==> src/rtl/dot_product_acc_if.sv <==
// -----------------------------------------------------------------------------
// dot_product_acc_if
// Stream-side bundle of the dot-product accumulator.
//   in_valid_i / in_ready_o / in_last_i / in_mode_i / in_0_i / in_1_i
//     : operand beat stream (N_LANES lanes per beat)
//   out_valid_o / out_ready_i / out_acc_o / out_ovf_o
//     : one result word per vector
// modport slave  : the accumulator's view
// modport master : the producer/consumer view (streamers, writeback, bench)
// -----------------------------------------------------------------------------
interface dot_product_acc_if #(
  parameter int IN_SIZE_0 = 4,
  parameter int IN_SIZE_1 = 8,
  parameter int N_LANES   = 8,
  parameter int ACC_SIZE  = 24
);
  logic                           in_valid_i;
  logic                           in_ready_o;
  logic                           in_last_i;
  logic [1:0]                     in_mode_i;
  logic [N_LANES*IN_SIZE_0-1:0]   in_0_i;
  logic [N_LANES*IN_SIZE_1-1:0]   in_1_i;
  logic                           out_valid_o;
  logic                           out_ready_i;
  logic [ACC_SIZE-1:0]            out_acc_o;
  logic                           out_ovf_o;

  modport slave (
    input  in_valid_i, in_last_i, in_mode_i, in_0_i, in_1_i, out_ready_i,
    output in_ready_o, out_valid_o, out_acc_o, out_ovf_o
  );

  modport master (
    output in_valid_i, in_last_i, in_mode_i, in_0_i, in_1_i, out_ready_i,
    input  in_ready_o, out_valid_o, out_acc_o, out_ovf_o
  );
endinterface

==> src/rtl/dot_product_acc.sv <==
// -----------------------------------------------------------------------------
// dot_product_acc
// Three-stage streaming dot-product accumulator.
//   S1: per-lane signed/unsigned products
//   S2: exact adder-tree sum of the lane products
//   S3: accumulator with wrap or saturation, sticky overflow, result register
// Ports:
//   clk_i  : clock, rising edge
//   rst_ni : asynchronous active-low reset
//   bus    : dot_product_acc_if.slave (operand stream in, result stream out)
// Parameters: IN_SIZE_0/IN_SIZE_1 lane widths, N_LANES (power of two, >= 2),
// ACC_SIZE (>= SUM_W), SATURATE (1 = clamp, 0 = wrap).
// -----------------------------------------------------------------------------
module dot_product_acc #(
  parameter int IN_SIZE_0 = 4,
  parameter int IN_SIZE_1 = 8,
  parameter int N_LANES   = 8,
  parameter int ACC_SIZE  = 24,
  parameter bit SATURATE  = 1'b1
) (
  input  logic               clk_i,
  input  logic               rst_ni,
  dot_product_acc_if.slave   bus
);

  localparam int PROD_W = IN_SIZE_0 + IN_SIZE_1 + 1;
  localparam int SUM_W  = PROD_W + $clog2(N_LANES);
  localparam int EXT_W  = ACC_SIZE + 1;

  localparam logic signed [ACC_SIZE-1:0] ACC_MAX = {1'b0, {(ACC_SIZE-1){1'b1}}};
  localparam logic signed [ACC_SIZE-1:0] ACC_MIN = {1'b1, {(ACC_SIZE-1){1'b0}}};

  // Whole pipeline moves together; it only freezes while a finished result
  // is waiting for a consumer that is not ready.
  logic advance;

  // S1 state
  logic                     s1_valid, s1_last;
  logic signed [PROD_W-1:0] s1_prod [N_LANES];
  // S2 state
  logic                     s2_valid, s2_last;
  logic signed [SUM_W-1:0]  s2_sum;
  // S3 state
  logic signed [ACC_SIZE-1:0] acc_q;
  logic                       ovf_q;
  logic                       first_q;
  logic                       out_valid_q;
  logic        [ACC_SIZE-1:0] out_acc_q;
  logic                       out_ovf_q;

  assign advance        = !out_valid_q || bus.out_ready_i;
  assign bus.in_ready_o = advance;

  // ---------------------------------------------------------------------------
  // Lane multipliers. Each operand gets one extra bit (sign or zero per mode)
  // and is then carried at PROD_W, where every mode's product is exact.
  // ---------------------------------------------------------------------------
  logic signed [PROD_W-1:0] prod [N_LANES];

  for (genvar i = 0; i < N_LANES; i++) begin : g_lane
    logic                     sx0, sx1;
    logic signed [PROD_W-1:0] op0, op1;
    assign sx0     = bus.in_mode_i[0] & bus.in_0_i[i*IN_SIZE_0 + IN_SIZE_0 - 1];
    assign sx1     = bus.in_mode_i[1] & bus.in_1_i[i*IN_SIZE_1 + IN_SIZE_1 - 1];
    assign op0     = {{(PROD_W-IN_SIZE_0){sx0}}, bus.in_0_i[i*IN_SIZE_0 +: IN_SIZE_0]};
    assign op1     = {{(PROD_W-IN_SIZE_1){sx1}}, bus.in_1_i[i*IN_SIZE_1 +: IN_SIZE_1]};
    assign prod[i] = op0 * op1;
  end

  // ---------------------------------------------------------------------------
  // Balanced adder tree: pairwise in-place reduction, log2(N_LANES) levels.
  // ---------------------------------------------------------------------------
  logic signed [SUM_W-1:0] lvl [N_LANES];
  logic signed [SUM_W-1:0] tree_sum;

  always_comb begin
    // NOTE: combinational blocks use blocking '=' and assign every output
    // first, so each path is fully specified and no latch is inferred.
    for (int i = 0; i < N_LANES; i++) lvl[i] = SUM_W'(s1_prod[i]);
    for (int s = 1; s < N_LANES; s = s * 2)
      for (int k = 0; k < N_LANES; k = k + 2 * s)
        lvl[k] = lvl[k] + lvl[k+s];
    tree_sum = lvl[0];
  end

  // ---------------------------------------------------------------------------
  // Accumulator update. A first beat starts from zero with a clean flag.
  // Overflow is detected by the two top bits of the one-bit-wider sum.
  // ---------------------------------------------------------------------------
  logic signed [ACC_SIZE-1:0] acc_base;
  logic signed [EXT_W-1:0]    exact;
  logic                       ovf_now;
  logic signed [ACC_SIZE-1:0] acc_next;
  logic                       ovf_next;

  always_comb begin
    acc_base = first_q ? '0 : acc_q;
    exact    = EXT_W'(acc_base) + EXT_W'(s2_sum);
    ovf_now  = exact[EXT_W-1] != exact[EXT_W-2];
    acc_next = exact[ACC_SIZE-1:0];
    if (ovf_now && SATURATE) acc_next = exact[EXT_W-1] ? ACC_MIN : ACC_MAX;
    ovf_next = (!first_q && ovf_q) || ovf_now;
  end

  // ---------------------------------------------------------------------------
  // Control and accumulator state.
  // ---------------------------------------------------------------------------
  always_ff @(posedge clk_i or negedge rst_ni) begin
    // NOTE: registers use non-blocking '<=' so every flop samples the values
    // from before the edge, independent of statement order.
    if (!rst_ni) begin
      s1_valid    <= 1'b0;
      s1_last     <= 1'b0;
      s2_valid    <= 1'b0;
      s2_last     <= 1'b0;
      acc_q       <= '0;
      ovf_q       <= 1'b0;
      first_q     <= 1'b1;
      out_valid_q <= 1'b0;
      out_acc_q   <= '0;
      out_ovf_q   <= 1'b0;
    end else begin
      if (advance) begin
        s1_valid <= bus.in_valid_i;
        s1_last  <= bus.in_valid_i && bus.in_last_i;
        s2_valid <= s1_valid;
        s2_last  <= s1_valid && s1_last;
        if (s2_valid) begin
          acc_q   <= acc_next;
          ovf_q   <= ovf_next;
          first_q <= s2_last;
        end
      end
      if (out_valid_q && bus.out_ready_i) out_valid_q <= 1'b0;
      // A new result in the same edge as a consume overrides the clear above.
      if (advance && s2_valid && s2_last) begin
        out_valid_q <= 1'b1;
        out_acc_q   <= acc_next;
        out_ovf_q   <= ovf_next;
      end
    end
  end

  // NOTE: datapath registers carry no reset; their valid bits qualify them,
  // which keeps the product array and sum free of reset fan-out.
  always_ff @(posedge clk_i) begin
    if (advance) begin
      if (bus.in_valid_i) s1_prod <= prod;
      if (s1_valid)       s2_sum  <= tree_sum;
    end
  end

  assign bus.out_valid_o = out_valid_q;
  assign bus.out_acc_o   = out_acc_q;
  assign bus.out_ovf_o   = out_ovf_q;

endmodule

==> src/flat_wrapper.sv <==
// flat-port wrapper written by rule: the top's interface ports become plain ports
module dot_product_acc_flat 
#(
  parameter int IN_SIZE_0 = 4,
  parameter int IN_SIZE_1 = 8,
  parameter int N_LANES   = 8,
  parameter int ACC_SIZE  = 24,
  parameter bit SATURATE  = 1'b1
)
  (clk_i, rst_ni, bus_in_valid_i, bus_in_last_i, bus_in_mode_i, bus_in_0_i, bus_in_1_i, bus_out_ready_i, bus_in_ready_o, bus_out_valid_o, bus_out_acc_o, bus_out_ovf_o);
  dot_product_acc_if #(.IN_SIZE_0(IN_SIZE_0), .IN_SIZE_1(IN_SIZE_1), .N_LANES(N_LANES), .ACC_SIZE(ACC_SIZE)) bus_i ();
  input  logic clk_i;
  input  logic rst_ni;
  input wire logic [$bits(bus_i.in_valid_i)-1:0] bus_in_valid_i;
  input wire logic [$bits(bus_i.in_last_i)-1:0] bus_in_last_i;
  input wire logic [$bits(bus_i.in_mode_i)-1:0] bus_in_mode_i;
  input wire logic [$bits(bus_i.in_0_i)-1:0] bus_in_0_i;
  input wire logic [$bits(bus_i.in_1_i)-1:0] bus_in_1_i;
  input wire logic [$bits(bus_i.out_ready_i)-1:0] bus_out_ready_i;
  output wire logic [$bits(bus_i.in_ready_o)-1:0] bus_in_ready_o;
  output wire logic [$bits(bus_i.out_valid_o)-1:0] bus_out_valid_o;
  output wire logic [$bits(bus_i.out_acc_o)-1:0] bus_out_acc_o;
  output wire logic [$bits(bus_i.out_ovf_o)-1:0] bus_out_ovf_o;
  assign bus_i.in_valid_i = bus_in_valid_i;
  assign bus_i.in_last_i = bus_in_last_i;
  assign bus_i.in_mode_i = bus_in_mode_i;
  assign bus_i.in_0_i = bus_in_0_i;
  assign bus_i.in_1_i = bus_in_1_i;
  assign bus_i.out_ready_i = bus_out_ready_i;
  assign bus_in_ready_o = bus_i.in_ready_o;
  assign bus_out_valid_o = bus_i.out_valid_o;
  assign bus_out_acc_o = bus_i.out_acc_o;
  assign bus_out_ovf_o = bus_i.out_ovf_o;
  dot_product_acc #(.IN_SIZE_0(IN_SIZE_0), .IN_SIZE_1(IN_SIZE_1), .N_LANES(N_LANES), .ACC_SIZE(ACC_SIZE), .SATURATE(SATURATE)) u_core (.clk_i(clk_i), .rst_ni(rst_ni), .bus(bus_i));
endmodule
==> config.mk <==
export PLATFORM = sky130hd
export DESIGN_NAME = dot_product_acc_flat
export DESIGN_NICKNAME = d
export VERILOG_FILES = /design/src/rtl/dot_product_acc_if.sv /design/src/rtl/dot_product_acc.sv /design/src/flat_wrapper.sv
export SDC_FILE = /design/constraint.sdc
export NUM_CORES = 1
export LEC_CHECK = 0
export ABC_CLOCK_PERIOD_IN_PS = 4550
export BUFFER_PORTS_ARGS = -buffer_cell sky130_fd_sc_hd__buf_2
export CORE_MARGIN = 10
export CORE_UTILIZATION = 58
export DETAILED_ROUTE_END_ITERATION = 16
export GPL_ROUTABILITY_DRIVEN = 1
export PLACE_DENSITY_LB_ADDON = 0.05
export SKIP_CTS_REPAIR_TIMING = 1
export SLEW_MARGIN = 20
export SYNTH_ARGS = -nofsm -noshare
export SYNTH_HDL_FRONTEND = slang
export SYNTH_SLANG_ARGS = --single-unit
==> constraint.sdc <==
create_clock -name clk_i -period 4.55 [get_ports clk_i]
set_input_delay 0.455 -clock clk_i [delete_from_list [all_inputs] [get_ports clk_i]]
set_output_delay 0.455 -clock clk_i [all_outputs]
set_load 0.05 [all_outputs]
=== Word-level counts from Yosys, hierarchy flattened ===
Cells that the tools add are included.

* Flip-flop bits (word level): 176
* Input bits: 103
* Output and inout port bits: 27
* Logic and storage cells: 71

* $add $sub $neg: 8
* Multipliers: 8
* Eq/ne operators: 1
* Mux-type cells: 5
* Bitwise operators: 16
* Reductions and logical operators: 14

{| class="wikitable"
|+ Operators by type and width
! cell !! count
|-
| $mul A5 B9 Y13 || 8
|-
| $mux W24 || 3
|-
| $add A13 B13 Y14 || 4
|-
| $add A16 B16 Y16 || 3
|-
| $add A24 B16 Y25 || 1
|-
| $and A1 B1 Y1 || 16
|-
| $logic_and A1 B1 Y1 || 6
|-
| $reduce_and A2 Y1 || 3
|-
| $logic_not A1 Y1 || 2
|-
| $logic_or A1 B1 Y1 || 2
|-
| $mux W1 || 2
|-
| $reduce_bool A2 Y1 || 1
|-
| $ne A1 B1 Y1 || 1
|}

=== Logic depth before layout (Yosys ltp) ===
* Depth in word-level cells: 5
* Depth in mapped cells: 21
* Mapped depth without buffers: 21

=== Worst setup path after synthesis ===
OpenSTA, ideal clock, no wires.

* Path kind: register -> register
* Start: register u_core.s1_prod (netlist bit u_core.lvl[96])
* End: register u_core.s2_sum[14], data pin
* Setup time: 0.258 ns
* Arrival: 4.357 ns
* Data required time: 4.292 ns
* Slack: -0.065 ns
* Cell stages (with the launch flop): 19
* Buffers on the path: 0
* Clock period less this slack: 4.615 ns
* Cells stage by stage: edfxtp_1 -> ha_1 -> fa_1 -> a21o_1 -> a21oi_1 -> nor2b_1 -> o21a_1 -> or3_1 -> a31oi_1 -> xnor2_1 -> fa_1 -> fa_1 -> ha_1 -> and2_1 -> o21ai_0 -> o211ai_1 -> a31o_2 -> a21oi_1 -> xnor2_1

{| class="wikitable"
|+ RTL lines
! element !! line !! RTL
|-
| from (decl) || dot_product_acc.sv:39 || <nowiki>logic signed [PROD_W-1:0] s1_prod [N_LANES];</nowiki>
|-
| from (signal assigned) || dot_product_acc.sv:148 || <nowiki>if (bus.in_valid_i) s1_prod <= prod;</nowiki>
|-
| to (signal assigned) || dot_product_acc.sv:149 || <nowiki>if (s1_valid) s2_sum <= tree_sum;</nowiki>
|-
| to (decl) || dot_product_acc.sv:42 || <nowiki>logic signed [SUM_W-1:0] s2_sum;</nowiki>
|}

==> key figures <==
Run status
  – Status: complete, but fails checks
  – Violated checks: setup timing

Clock tree
  – Clock Tree Root: clkbuf_16
  – CTS tree: yes
  – Max clock buf depth: 2
  – Clock buffer count from CTS: 17
  – Clock sinks: 176
  – Clock latency on the worst-skew pair: 440 ps
  – Clock transition at path regs: 70 ps
  – Htree depth: 4

Synth
  – Dominant synthesized flop cell: edfxtp_1
  – Ranking of synthesized cells by area: fa_1, edfxtp_1, ha_1
  – Netlist cell types: 63
  – Yosys reg bits: 176
  – Synth Warn #: 0
  – Cell accounting for the most synthesized area: fa_1
  – Syn Nets: 2841
  – Synth Cell Area: 0.0220 mm^2
  – Yosys top cell area share: 0.228
  – Post-Synthesis Cells: 2229
  – Synthesized area per cell: 9.85 um^2
  – Async SR Flop Fraction: 0.318
  – Number of synthesized flops with an enable pin: 120
  – Register area share after synthesis: 0.228

Timing
  – Maximum clock frequency: 0.217 GHz
  – Setup ws final: -58.7 ps
  – Unrepaired setup endpoints after global routing: true
  – Tcrit/Tclk final: 1.01
  – Final hold vios: 0
  – Rel. slew slack: 0.302
  – Tightest Pin Transition: 1050 ps
  – Final Slew Violations: 0
  – Final min period: 4610 ps
  – Clock Skew: 26.1 ps
  – Minimum hold slack: 152 ps
  – Setup violations, final: 3

Floorplanning
  – DIE AREA: 0.0461 mm^2
  – Chip Width: 215 um
  – Ports: 130
  – Die H: 215 um
  – Starting density of the core: 0.586
  – Site Rows: 71
  – Core area: 0.0375 mm^2

Setup path
  – CP Data Required Time: 4720 ps
  – Worst setup SP type: flip-flop
  – Worst setup path class: flip-flop to flip-flop
  – WP data arrival: 4780 ps
  – Crit end category: flip-flop
  – Worst Path Max Fanout: 3

Placement
  – Post-DP HPWL: 37.7 mm
  – PortBufs: 129
  – GPL Wtd Cong: 0.909

Min path
  – Worst min path class: input pin to async pin

Finish
  – Fill cell count: 3105
  – Nets: 3026
  – Layout cell share with drive strength beyond 1: 0.170
  – Area Overhead vs Synth: 11.9%

Global route
  – Number of global-route vias before repair: 16172
  – Largest net degree at the start of global routing: 57
  – GRT Util Overall: 0.198
  – GRT overflow: 0
  – First-pass GRT wire length: 76.7 mm
  – Initial antenna violation count: 1

Drt
  – Drt first pass iters: 5
  – Post-route DRC: 0
  – DRT iter0 DRCs: 591
  – DR WL/cell: 15.3 um
  – Number of nets still failing antenna checks after routing: 0
  – Average via count per standard cell: 5.29
  – Total Wirelength: 44.9 mm
  – Vias: 15563

Flow run
  – Maxcap violations: 0
[registers in the layout (all words and copies together), names as in the netlist, 16 cells and up]
name                  count
u_core.s1_prod           52
u_core.acc_q             24
u_core.lvl               52
u_core.s2_sum            16
u_core.bus.out_acc_o     24
[synthesized netlist by cell type (2+ instances only)]
cell type / count
edfxtp_1: 120
fa_1: 250
a311oi_1: 2
nor2b_1: 49
a211oi_2: 2
or2_2: 68
mux2_2: 36
a21o_1: 28
o311a_1: 2
nand2_1: 183
nand3_1: 42
o211ai_1: 25
and3_1: 27
and2_1: 166
o22ai_1: 2
a21oi_2: 2
a211oi_1: 8
dfrtp_1: 55
o211a_1: 2
a31o_2: 5
clkbuf_1: 31
ha_1: 259
nor3_1: 18
xor2_1: 48
o311ai_0: 2
a31oi_1: 21
buf_2: 2
a21boi_0: 11
buf_6: 2
o21a_1: 13
nand3b_1: 2
nor2_1: 75
o41ai_1: 2
a2111o_1: 2
or3_1: 11
xnor2_1: 131
o21ai_0: 69
inv_1: 327
nand2b_1: 16
a21oi_1: 90
[cell families (layout without fill, tap and decap cells)]
family	count (synthesis)	after routing	synth area share
flops	176	176	0.228
buf+inv	364	562	0.0632
mux	36	36	0.0185
simple gates	663	663	0.157
fa+ha+maj	509	509	0.375
compound gates	302	302	0.0870
other cells	0	2	0
xor+xnor	179	179	0.0714
[critical path: stages (launching register included)]
cell and delay, ps:
edfxtp_1 420, ha_4 190, fa_2 370, a21o_1 190
a21oi_2 140, nor2b_1 60, o21a_1 190, or3_4 340
a31oi_4 200, xnor2_2 110, fa_1 500, fa_1 560
ha_4 210, and2_4 150, o21ai_2 120, o211ai_1 130
a31o_2 230, a21oi_2 130, xnor2_1 80
[metrics by stage]
stage               instance area (um^2)  setup slack (ps)   util  cells  setup TNS, ps
floorplan                          22000             -29.3      -   2229          -29.3
global placement                   23700              -150  0.631   2904           -355
CTS                                24200              -273  0.646   2936           -964
detailed placement                 23700              -256  0.631   2904           -713
finish                             24600             -58.7  0.656   2940          -89.3
global route                       24600              -236  0.656   2939           -840
[area by class of cell]
type                    instances  area, um^2  share of cell area
multi-input cells            1689       15900               0.648
flip-flops and latches        176        5010               0.204
inverters                     327        1230              0.0499
repair buffers                203        1220              0.0497
well taps                     511         639              0.0260
clock buffers                  20         458              0.0186
clock inverters                12        97.6             0.00397
diodes                          2        5.00            0.000204
[path summary, 6_finish.rpt]
| path | endpoint | cells after the start | slack, ps | from |
|---|---|---|---|---|
| max reg2reg | u_core.s2_sum[14]$_DFFE_PP_ | 18 | -60 | u_core.s1_prod[91]$_DFFE_PP_ |
| max in group asynchronous | u_core.acc_q[14]$_DFFE_PN0P_ | 2 | 3900 | rst_ni |
| min in group clk_i | u_core.s1_last$_DFFE_PN0N_ | 3 | 280 | bus_in_last_i |
| max | u_core.s2_sum[14]$_DFFE_PP_ | 18 | -60 | u_core.s1_prod[91]$_DFFE_PP_ |
| min reg2reg | u_core.acc_q[23]$_DFFE_PN0P_ | 2 | 480 | u_core.acc_q[23]$_DFFE_PN0P_ |
| min | u_core.bus.out_acc_o[2]$_DFFE_PN0P_ | 2 | 150 | rst_ni |
[metal layers]
metal,up-vias,part of all wire,track usage,routed length (um)
met5,-,0,0,0
met2,246,0.50,0.349,22600
met1,7588,0.45,0.257,20100
met3,41,0.033,0.0227,1500
met4,0,0.017,0.0459,749
li1,7688,-,-,-
[cells in the final DEF, fill, tap and decap left out, drive strengths merged, types with 3 or more instances in the layout]
cell type	instances
mux2	36
or2	69
edfxtp	120
nor2b	50
dfrtp	55
nor2	75
o211ai	25
inv	335
o21ai	71
a21o	28
and2	167
or3	11
buf	203
a21oi	92
nand2b	16
nand3	42
ha	259
xnor2	131
a31oi	21
a31o	5
xor2	48
fa	250
o41ai	3
clkinv	3
a21boi	11
clkbuf	20
o21a	13
nor3	18
and3	27
nand2	183
a211oi	10
Power is left out: the tool's default activity adds up to more than one toggle a clock period on the data nets, which glitch-free logic cannot reach.
